`src/rtl/sync_fifo_prog.sv`:
```
// sync_fifo_prog: parametrised synchronous FIFO with programmable almost flags, count and read+write at full.
// Define SYNC_FIFO_ASSERT_EN to compile in the embedded SVA checks and covers.
module sync_fifo_prog #(
  parameter int FIFO_WIDTH = 16,
  parameter int FIFO_DEPTH = 8,
  parameter int AF_LEVEL = FIFO_DEPTH - 1,
  parameter int AE_LEVEL = 1,
  localparam int CW = $clog2(FIFO_DEPTH + 1)
) (
  input  logic                  clk,
  input  logic                  rst_n,
  input  logic                  wr_en,
  input  logic                  rd_en,
  input  logic [FIFO_WIDTH-1:0] data_in,
  output logic [FIFO_WIDTH-1:0] data_out,
  output logic                  full,
  output logic                  almostfull,
  output logic                  empty,
  output logic                  almostempty,
  output logic                  overflow,
  output logic                  underflow,
  output logic                  wr_ack,
  output logic [CW-1:0]         count
);
  localparam int PW = $clog2(FIFO_DEPTH);
  if (FIFO_DEPTH < 2 || AE_LEVEL < 1 || AE_LEVEL >= AF_LEVEL || AF_LEVEL > FIFO_DEPTH - 1)
    $error("sync_fifo_prog: illegal FIFO_DEPTH/AF_LEVEL/AE_LEVEL combination");
  logic [FIFO_WIDTH-1:0] mem [FIFO_DEPTH];
  logic [PW-1:0] wp, rp;
  logic [CW-1:0] cnt;
  logic wa, ra;
  assign full        = cnt == CW'(FIFO_DEPTH);
  assign empty       = cnt == '0;
  assign almostfull  = cnt >= CW'(AF_LEVEL) && !full;
  assign almostempty = !empty && cnt <= CW'(AE_LEVEL);
  assign count       = cnt;
  // at full, a same-cycle read frees the slot the write lands in
  assign wa = wr_en && (!full || rd_en);
  assign ra = rd_en && !empty;
  always_ff @(posedge clk)
    if (rst_n && wa) mem[wp] <= data_in;
  always_ff @(posedge clk) begin
    if (!rst_n) begin
      wp        <= '0;
      rp        <= '0;
      cnt       <= '0;
      data_out  <= '0;
      wr_ack    <= 1'b0;
      overflow  <= 1'b0;
      underflow <= 1'b0;
    end else begin
      if (wa) wp <= (wp == PW'(FIFO_DEPTH - 1)) ? '0 : wp + 1'b1;
      if (ra) begin
        data_out <= mem[rp];
        rp       <= (rp == PW'(FIFO_DEPTH - 1)) ? '0 : rp + 1'b1;
      end
      cnt       <= (wa && !ra) ? cnt + 1'b1 : (ra && !wa) ? cnt - 1'b1 : cnt;
      wr_ack    <= wa;
      overflow  <= wr_en && !wa;
      underflow <= rd_en && !ra;
    end
  end
`ifdef SYNC_FIFO_ASSERT_EN
  a_not_full_empty: assert property (@(posedge clk) !(full && empty));
  a_cnt_range: assert property (@(posedge clk) cnt <= CW'(FIFO_DEPTH));
  a_cnt_inc: assert property (@(posedge clk) disable iff (!rst_n)
    (wa && !ra) |=> cnt == $past(cnt) + 1'b1);
  a_cnt_dec: assert property (@(posedge clk) disable iff (!rst_n)
    (ra && !wa) |=> cnt == $past(cnt) - 1'b1);
  a_cnt_hold: assert property (@(posedge clk) disable iff (!rst_n)
    (wa == ra) |=> cnt == $past(cnt));
  a_ovf_hold: assert property (@(posedge clk) disable iff (!rst_n)
    overflow |-> cnt == $past(cnt) || $past(ra));
  a_udf_hold: assert property (@(posedge clk) disable iff (!rst_n)
    underflow |-> cnt == $past(cnt) || $past(wa));
  a_reset: assert property (@(posedge clk) !rst_n |=>
    cnt == '0 && data_out == '0 && !wr_ack && !overflow && !underflow && empty);
  c_full: cover property (@(posedge clk) full);
  c_empty: cover property (@(posedge clk) empty);
  c_rw_full: cover property (@(posedge clk) rst_n && full && wr_en && rd_en);
  c_rw_empty: cover property (@(posedge clk) rst_n && empty && wr_en && rd_en);
`endif
endmodule

```
`config.mk`:
```
export PLATFORM = sky130hd
export DESIGN_NAME = sync_fifo_prog
export DESIGN_NICKNAME = d
export VERILOG_FILES = /design/src/rtl/sync_fifo_prog.sv
export SDC_FILE = /design/constraint.sdc
export NUM_CORES = 1
export LEC_CHECK = 0
export ABC_AREA = 1
export BUFFER_PORTS_ARGS = -buffer_cell sky130_fd_sc_hd__buf_4
export CELL_PAD_IN_SITES_DETAIL_PLACEMENT = 0
export CELL_PAD_IN_SITES_GLOBAL_PLACEMENT = 2
export CORE_ASPECT_RATIO = 0.5
export CORE_UTILIZATION = 30
export CTS_CLUSTER_SIZE = 30
export DETAILED_ROUTE_END_ITERATION = 10
export GPL_TIMING_DRIVEN = 1
export PLACE_DENSITY = 0.65
export SYNTH_ARGS = -nofsm -noshare
export SYNTH_HDL_FRONTEND = slang
export SYNTH_SLANG_ARGS = --single-unit
```
`constraint.sdc`:
```
create_clock -name clk -period 2.7 [get_ports clk]
set_input_delay 0.405 -clock clk [delete_from_list [all_inputs] [get_ports clk]]
set_output_delay 0.405 -clock clk [all_outputs]
set_load 0.02 [all_outputs]
```
==> summary.md, run 1 <==
| Metric | Value |
|---|---|
| Outcome | finished, final reports clean |
| Peak Freq | 447 MHz |
| Seq/Total Area, Yosys | 65.2% |
| # Max-Cap Violations | 0 |
| Post-cts repair resize count | 0 |
| Gpl congestion | 0.808 |
| Pleak | 0.00338 uW |
| Most frequent CP cell | inv_1 |
| Hold crit path type | in -> reg |
| Antenna Cells | 0 |
| Worst-path fanout max | 6 |
| Reg2reg end | count[2]$_SDFFE_PN0P_ |
| Initial antenna violation count | 0 |
| Num rows | 38 |
| Crit-path leading delay family | flip-flops |
| Buf/Inv on CP | 4 |
| Worst path cell trace | inv_1 > ha_1 > inv_1 > nor3_2 > or2_2 > inv_1 > buf_4 |
| GRT Total Usage | 14.8% |
| Total number of yosys warnings | 0 |
| Clock slew at reported path FFs | 70 ps |
| CP max-delay cell | dfxtp_1 |
| Mapped Cells | 660 |
| Grt total ovfl | 0 |
| Syn avg cell area | 10.3 um2 |
| Critical Setup Path Class | reg -> out |
| CTS root buf | clkbuf_16 |
| Drt wl/cell | 15.6 um |
| Fin nets | 742 |
| Largest net degree at the start of global routing | 66 |
| H-tree levels | 4 |
| Largest incremental delay on the critical path | 430 ps |
| Top Ports | 47 |
| I/O Buffers | 46 |
| Crit path capture type | primary output |
| Hold path startpoint | data_in[2] |
| Max rail drop VDD | 0.511 mV |
| Reg-to-Reg Start | count[0]$_SDFFE_PN0P_ |
| CTS Hold Bufs | 0 |
| Die height | 108 um |
| Area of the core | 21900 um2 |
| Synth cell types | 28 |
| Final Hold Fails | 0 |
| Antenna Violating Nets Remaining | 0 |
| Tcrit/Tclk final | 82.8% |
| Cell Pwr Density | 937 nW/um2 |
| Synthesized Nets | 688 |
| Setup ws final | 463 ps |
| Post-CTS Setup Repair Bufs | 0 |
| RSZ-0062 raised after global routing | no |
| WHS Endpoint | mem[5][2]$_DFFE_PP_ |
| Worst R2R Path Depth | 12 |
| Worst R2R Setup Slack | 530 ps |
| Pre-CTS setup slack | 536 ps |
| Fin. max-slew vios | 0 |
| Most common library cell in the layout ignoring fill and taps | nand2_1 |
| Skew final | 9.91 ps |
| Most frequent cells in the layout | nand2_1, edfxtp_1, inv_1 |
| Setup tns final | 0 ps |
| CP Launch Type | register |
| Share of cells above drive strength 1 | 17.8% |
| Hold path depth | 1 |
| Die width | 215 um |
| Flop and latch count out of synthesis | 157 |
| Rel. slew slack | 45.1% |
| # setup viols final | 0 |
| Initial core utilization | 31.0% |
| Worst-margin pin slew | 824 ps |
| Routed vias/inst | 4.30 |
| P&R area growth vs syn | 18.1% |
| First-pass GRT wire length | 25100 um |
| Vias in the first global route | 4433 |
| Drt pass-1 iters | 5 |
| Via Count | 4412 |
| CP Launch Point | count[0]$_SDFFE_PN0P_ |
| HPWL after DPL | 9680 um |
| # DRC | 0 |
| CTS tree | done |
| Routed WL | 16000 um |
| DRT iter0 DRCs | 221 |
| Arr. time, crit path | 1830 ps |
| Die area | 23300 um2 |
| Mapped cell area | 6790 um2 |
| Clk sinks | 157 |
| Clk buf depth | 2 |
| Minimum clock period | 2240 ps |
| WP data required | 2300 ps |
| Clk Latency, worst-skew pair | 420 ps |
| CTS buffer count | 17 |
cells in the mapped netlist (all sizes together):
cell    count  share of area [%]
nand2     189                 11
nor2       20                1.2
clkbuf      2               0.11
edfxtp    128                 57
ha          8                1.5
clkinv      1               0.13
or2         1              0.092
xnor2       1               0.13
a211oi      2               0.37
nor3        3               0.30
inv       116                6.4
dfxtp      29                8.6
a21oi      25                2.4
o21ai       9               0.66
nand3      99                8.2
buf        27                2.5
metrics by stage:
stage	power (uW)	hold WS [ps]	area, um2	std cells	utilization [%]
finish	7500	212	8010	1026	36.6
global route	7970	197	8010	1026	36.6
CTS	7630	197	8010	1026	36.6
detailed placement	5390	459	7480	995	34.1
global placement	5380	455	7480	995	34.1
floorplan	4600	504	6790	660	-
sequential cells by signal, indices dropped and copies added (netlist names):
register and cells:
count 4, data_out 16, mem 128, overflow 1, rp 3, wp 3, underflow 1, wr_ack 1
report_power, final:
part / internal [uW] / leakage (uW) / switching, uW
logic: 778 / 0.00172 / 1570
registers: 2820 / 0.00140 / 113
clock network: 1260 / 0.000263 / 957
final cells by class:
type / count / area [um2]
fillers: 2165 / 13900
flip-flops and latches: 157 / 4430
multi-input cells: 357 / 1740
repair buffers: 64 / 493
inverters: 117 / 444
clock buffers: 21 / 440
well taps: 300 / 375
clock inverters: 10 / 92.6
how the worst max path moves through the flow:
stage	to	slack (ps)	depth (start not counted)
2_1_floorplan	mem[1][0]$_DFFE_PP_	220	9
3_3_place_gp	count[2]$_SDFFE_PN0P_	570	12
3_5_place_dp	count[2]$_SDFFE_PN0P_	540	12
4_1_cts	almostfull	430	7
5_1_grt	almostfull	330	7
6_report	almostfull	460	7
kinds of logic (layout without fill, tap and decap cells):
family | Yosys count | after routing | share of synthesized area (%)
DFF | 157 | 157 | 65.2
AOI/OAI and AO/OA | 36 | 36 | 3.43
and+or+nand+nor | 312 | 312 | 20.6
adders and majority gates | 8 | 8 | 1.48
xor gates and xnor gates | 1 | 1 | 0.129
buffers and inverters | 146 | 212 | 9.15
routing by layer:
layer	routed length, um	vias up	track usage (%)
met4	194	0	4.64
met2	7330	53	23.8
met3	419	14	3.74
met1	8050	2101	19.7
met5	0	-	0
li1	-	2244	-
(Power assumes the default switching activity.)
==> inputs of run 2 (changes only) <==
--- a/config.mk
+++ b/config.mk
@@ -14,7 +14,7 @@
 export CTS_CLUSTER_SIZE = 30
 export DETAILED_ROUTE_END_ITERATION = 10
 export GPL_TIMING_DRIVEN = 1
-export PLACE_DENSITY = 0.65
+export PLACE_DENSITY = 0.67
 export SYNTH_ARGS = -nofsm -noshare
 export SYNTH_HDL_FRONTEND = slang
 export SYNTH_SLANG_ARGS = --single-unit
==> constraint.sdc (replaced) <==
create_clock -name clk -period 1.8 [get_ports clk]
set_input_delay 0.27 -clock clk [delete_from_list [all_inputs] [get_ports clk]]
set_output_delay 0.27 -clock clk [all_outputs]
set_load 0.02 [all_outputs]
==> run 2 against run 1 <==
Net effect:
- sequential power up 50%
- clock skew up 3.3 ps
- register-to-register slack worse by 480 ps
- via count up 2.4%
- sequential cell count unchanged
- combinational power up 69%
- clock power up 55%
- cell count up 1.8%
==> summary.md, run 2 (synthesis gave the netlist of run 1 again) <==
| Metric | Value |
|---|---|
| Critical Setup Path Class | reg -> reg |
| Finished Layout Cells | 1044 (+1.8%) |
| CP max-delay cell | dfxtp_4 |
| # Max-Cap Violations | 0 (unchanged) |
| Worst-path fanout max | 10 (+4) |
| Pleak | 0.00351 uW (+4.1%) |
| Power Internal | 7530 uW (+55%) |
| # setup viols final | 0 (unchanged) |
| Clock network power share | 29.1% (-0.5 points) |
| Top Ports | 47 (unchanged) |
| Fin nets | 759 (+2.3%) |
| Crit path capture type | register |
| Largest net degree at the start of global routing | 26 (-61%) |
| Max rail drop VDD | 0.713 mV (+40%) |
| Skew final | 13.2 ps (+3.31 ps) |
| Die area | 23300 um2 (unchanged) |
| Hold crit path type | in -> reg |
| CP Launch Point | count[0]$_SDFFE_PN0P_ |
| Initial core utilization | 31.0% (unchanged) |
| # DRC | 0 (unchanged) |
| Fin. max-slew vios | 0 (unchanged) |
| WP data required | 1930 ps (-370 ps) |
| Pre-CTS setup slack | 25.2 ps (-511 ps) |
| RSZ-0062 raised after global routing | yes |
| Rel. slew slack | 69.6% (+25 points) |
| Area of the core | 21900 um2 (unchanged) |
| Worst-margin pin slew | 456 ps (-368 ps) |
| Clk Latency, worst-skew pair | 430 ps (about the same) |
| Arr. time, crit path | 1880 ps (+50 ps) |
| I/O Buffers | 46 (unchanged) |
| CTS root buf | clkbuf_16 |
| Clk sinks | 157 (unchanged) |
| Worst path cell trace | inv_4 > ha_4 > inv_4 > nor3_4 > nand2_2 > nand2_4 > nor2_4 > nand2_4 > nor2_4 > buf_12 |
| Most frequent cells in the layout | nand2_1, edfxtp_1, inv_1 |
| Final Hold Fails | 0 (unchanged) |
| First-pass GRT wire length | 25500 um (+1.6%) |
| H-tree levels | 4 (unchanged) |
| Setup ws final | 46.1 ps (-417 ps) |
| Drt pass-1 iters | 5 (unchanged) |
| Clock slew at reported path FFs | 80 ps (about the same) |
| CTS tree | done |
| HPWL after DPL | 10500 um (+8.1%) |
| Routed vias/inst | 4.33 (+0.59%) |
| Switching pwr | 4270 uW (+61%) |
| Initial antenna violation count | 0 (unchanged) |
| Die height | 108 um (unchanged) |
| Peak Freq | 570 MHz |
| Antenna Violating Nets Remaining | 0 (unchanged) |
| Vias in the first global route | 4561 (+2.9%) |
| Most common library cell in the layout ignoring fill and taps | nand2_1 |
| Logic pwr share | 33.6% (+2.3 points) |
| DRT iter0 DRCs | 241 (+9.0%) |
| Largest incremental delay on the critical path | 360 ps (-70 ps) |
| Setup tns final | 0 ps (unchanged) |
| Via Count | 4516 (+2.4%) |
| Minimum clock period | 1750 ps |
| Top reg by flops | mem |
| Sw Ratio | 36.2% (+0.95 points) |
| GRT Total Usage | 14.8% (about the same) |
| Hold path startpoint | data_in[2] |
| Drt wl/cell | 15.5 um (-0.75%) |
| Num rows | 38 (unchanged) |
| CP Launch Type | register |
| Outcome | finished, final reports clean |
| Seq pwr share | 37.3% (-1.8 points) |
| Routed WL | 16200 um (+0.99%) |
| P&R area growth vs syn | 24.4% |
| Grt total ovfl | 0 (unchanged) |
| Antenna Cells | 0 (unchanged) |
| Gpl congestion | 0.731 (-9.5%) |
| Die width | 215 um (unchanged) |
| Cell Pwr Density | 1400 nW/um2 (+49%) |
| Max FFs per register | 128 (unchanged) |
| Reg-to-Reg Start | count[0]$_SDFFE_PN0P_ |
| Clk buf depth | 2 (unchanged) |
| Tcrit/Tclk final | 97.4% |
| Share of cells above drive strength 1 | 23.3% (+5.5 points) |
| CTS buffer count | 17 (unchanged) |
| Placed Cells | 1007 (+1.2%) |
run 2: layout make-up:
| class | instances | area (um2) |
|---|---|---|
| clock inverter | 14 | 120 |
| tap | 300 | 375 |
| clock buffer | 18 | 429 |
| timing repair buffer | 81 | 753 |
| sequential | 157 | 4430 |
| multi-input combinational | 357 | 1880 |
| fill | 2141 | 13500 |
| inverter | 117 | 454 |
run 2: final timing paths:
kind         cells past startpoint                        end  slack [ps]
min                              1        mem[3][2]$_DFFE_PP_          80
min reg2reg                      2  data_out[15]$_SDFFE_PN0P_         470
max reg2reg                     10       mem[3][15]$_DFFE_PP_          50
max                             10       mem[3][15]$_DFFE_PP_          50
run 2: stage by stage:
step	area (um2)	hold slack (ps)	power [uW]	util, %
after CTS	8390	69.2	11900	38.3
after detailed placement	7820	457	8390	35.7
final	8440	77.7	11800	38.5
after floorplan	6910	369	7060	-
after global placement	7820	456	8390	35.7
after global routing	8440	71.7	12500	38.5
run 2: power groups by stage:
stage	sequential, uW	combinational, uW	clock (uW)
final	4400	3970	3430
after global routing	4430	4410	3630
after CTS	4400	3970	3480
after detailed placement	4480	3920	0
after global placement	4470	3910	0
after floorplan	4700	2360	0
run 2: worst max-delay path, delay by kind of cell, from the launching register on:
kind / cells / cell delay [ps]
and+or+nand+nor: 6 / 680
buffers and inverters: 3 / 250
DFF: 1 / 360
adders and majority gates: 1 / 150
run 2: routing by layer:
| layer | global-route usage [%] | part of all wire [%] | up-vias | routed length (um) |
|---|---|---|---|---|
| met2 | 24.5 | 47 | 48 | 7650 |
| met3 | 2.95 | 2.3 | 4 | 371 |
| met1 | 19.9 | 50 | 2187 | 8030 |
| met4 | 3.93 | 0.63 | 0 | 102 |
| met5 | 0 | 0 | - | 0 |
| li1 | - | - | 2277 | - |
run 2: timing repair:
action                                  4_1_cts  5_1_grt
resized for setup                             6        4
pin swaps                                     1        2
endpoints found under the setup margin        1       72
setup buffers                                 1        5
hold buffers                                  0        0
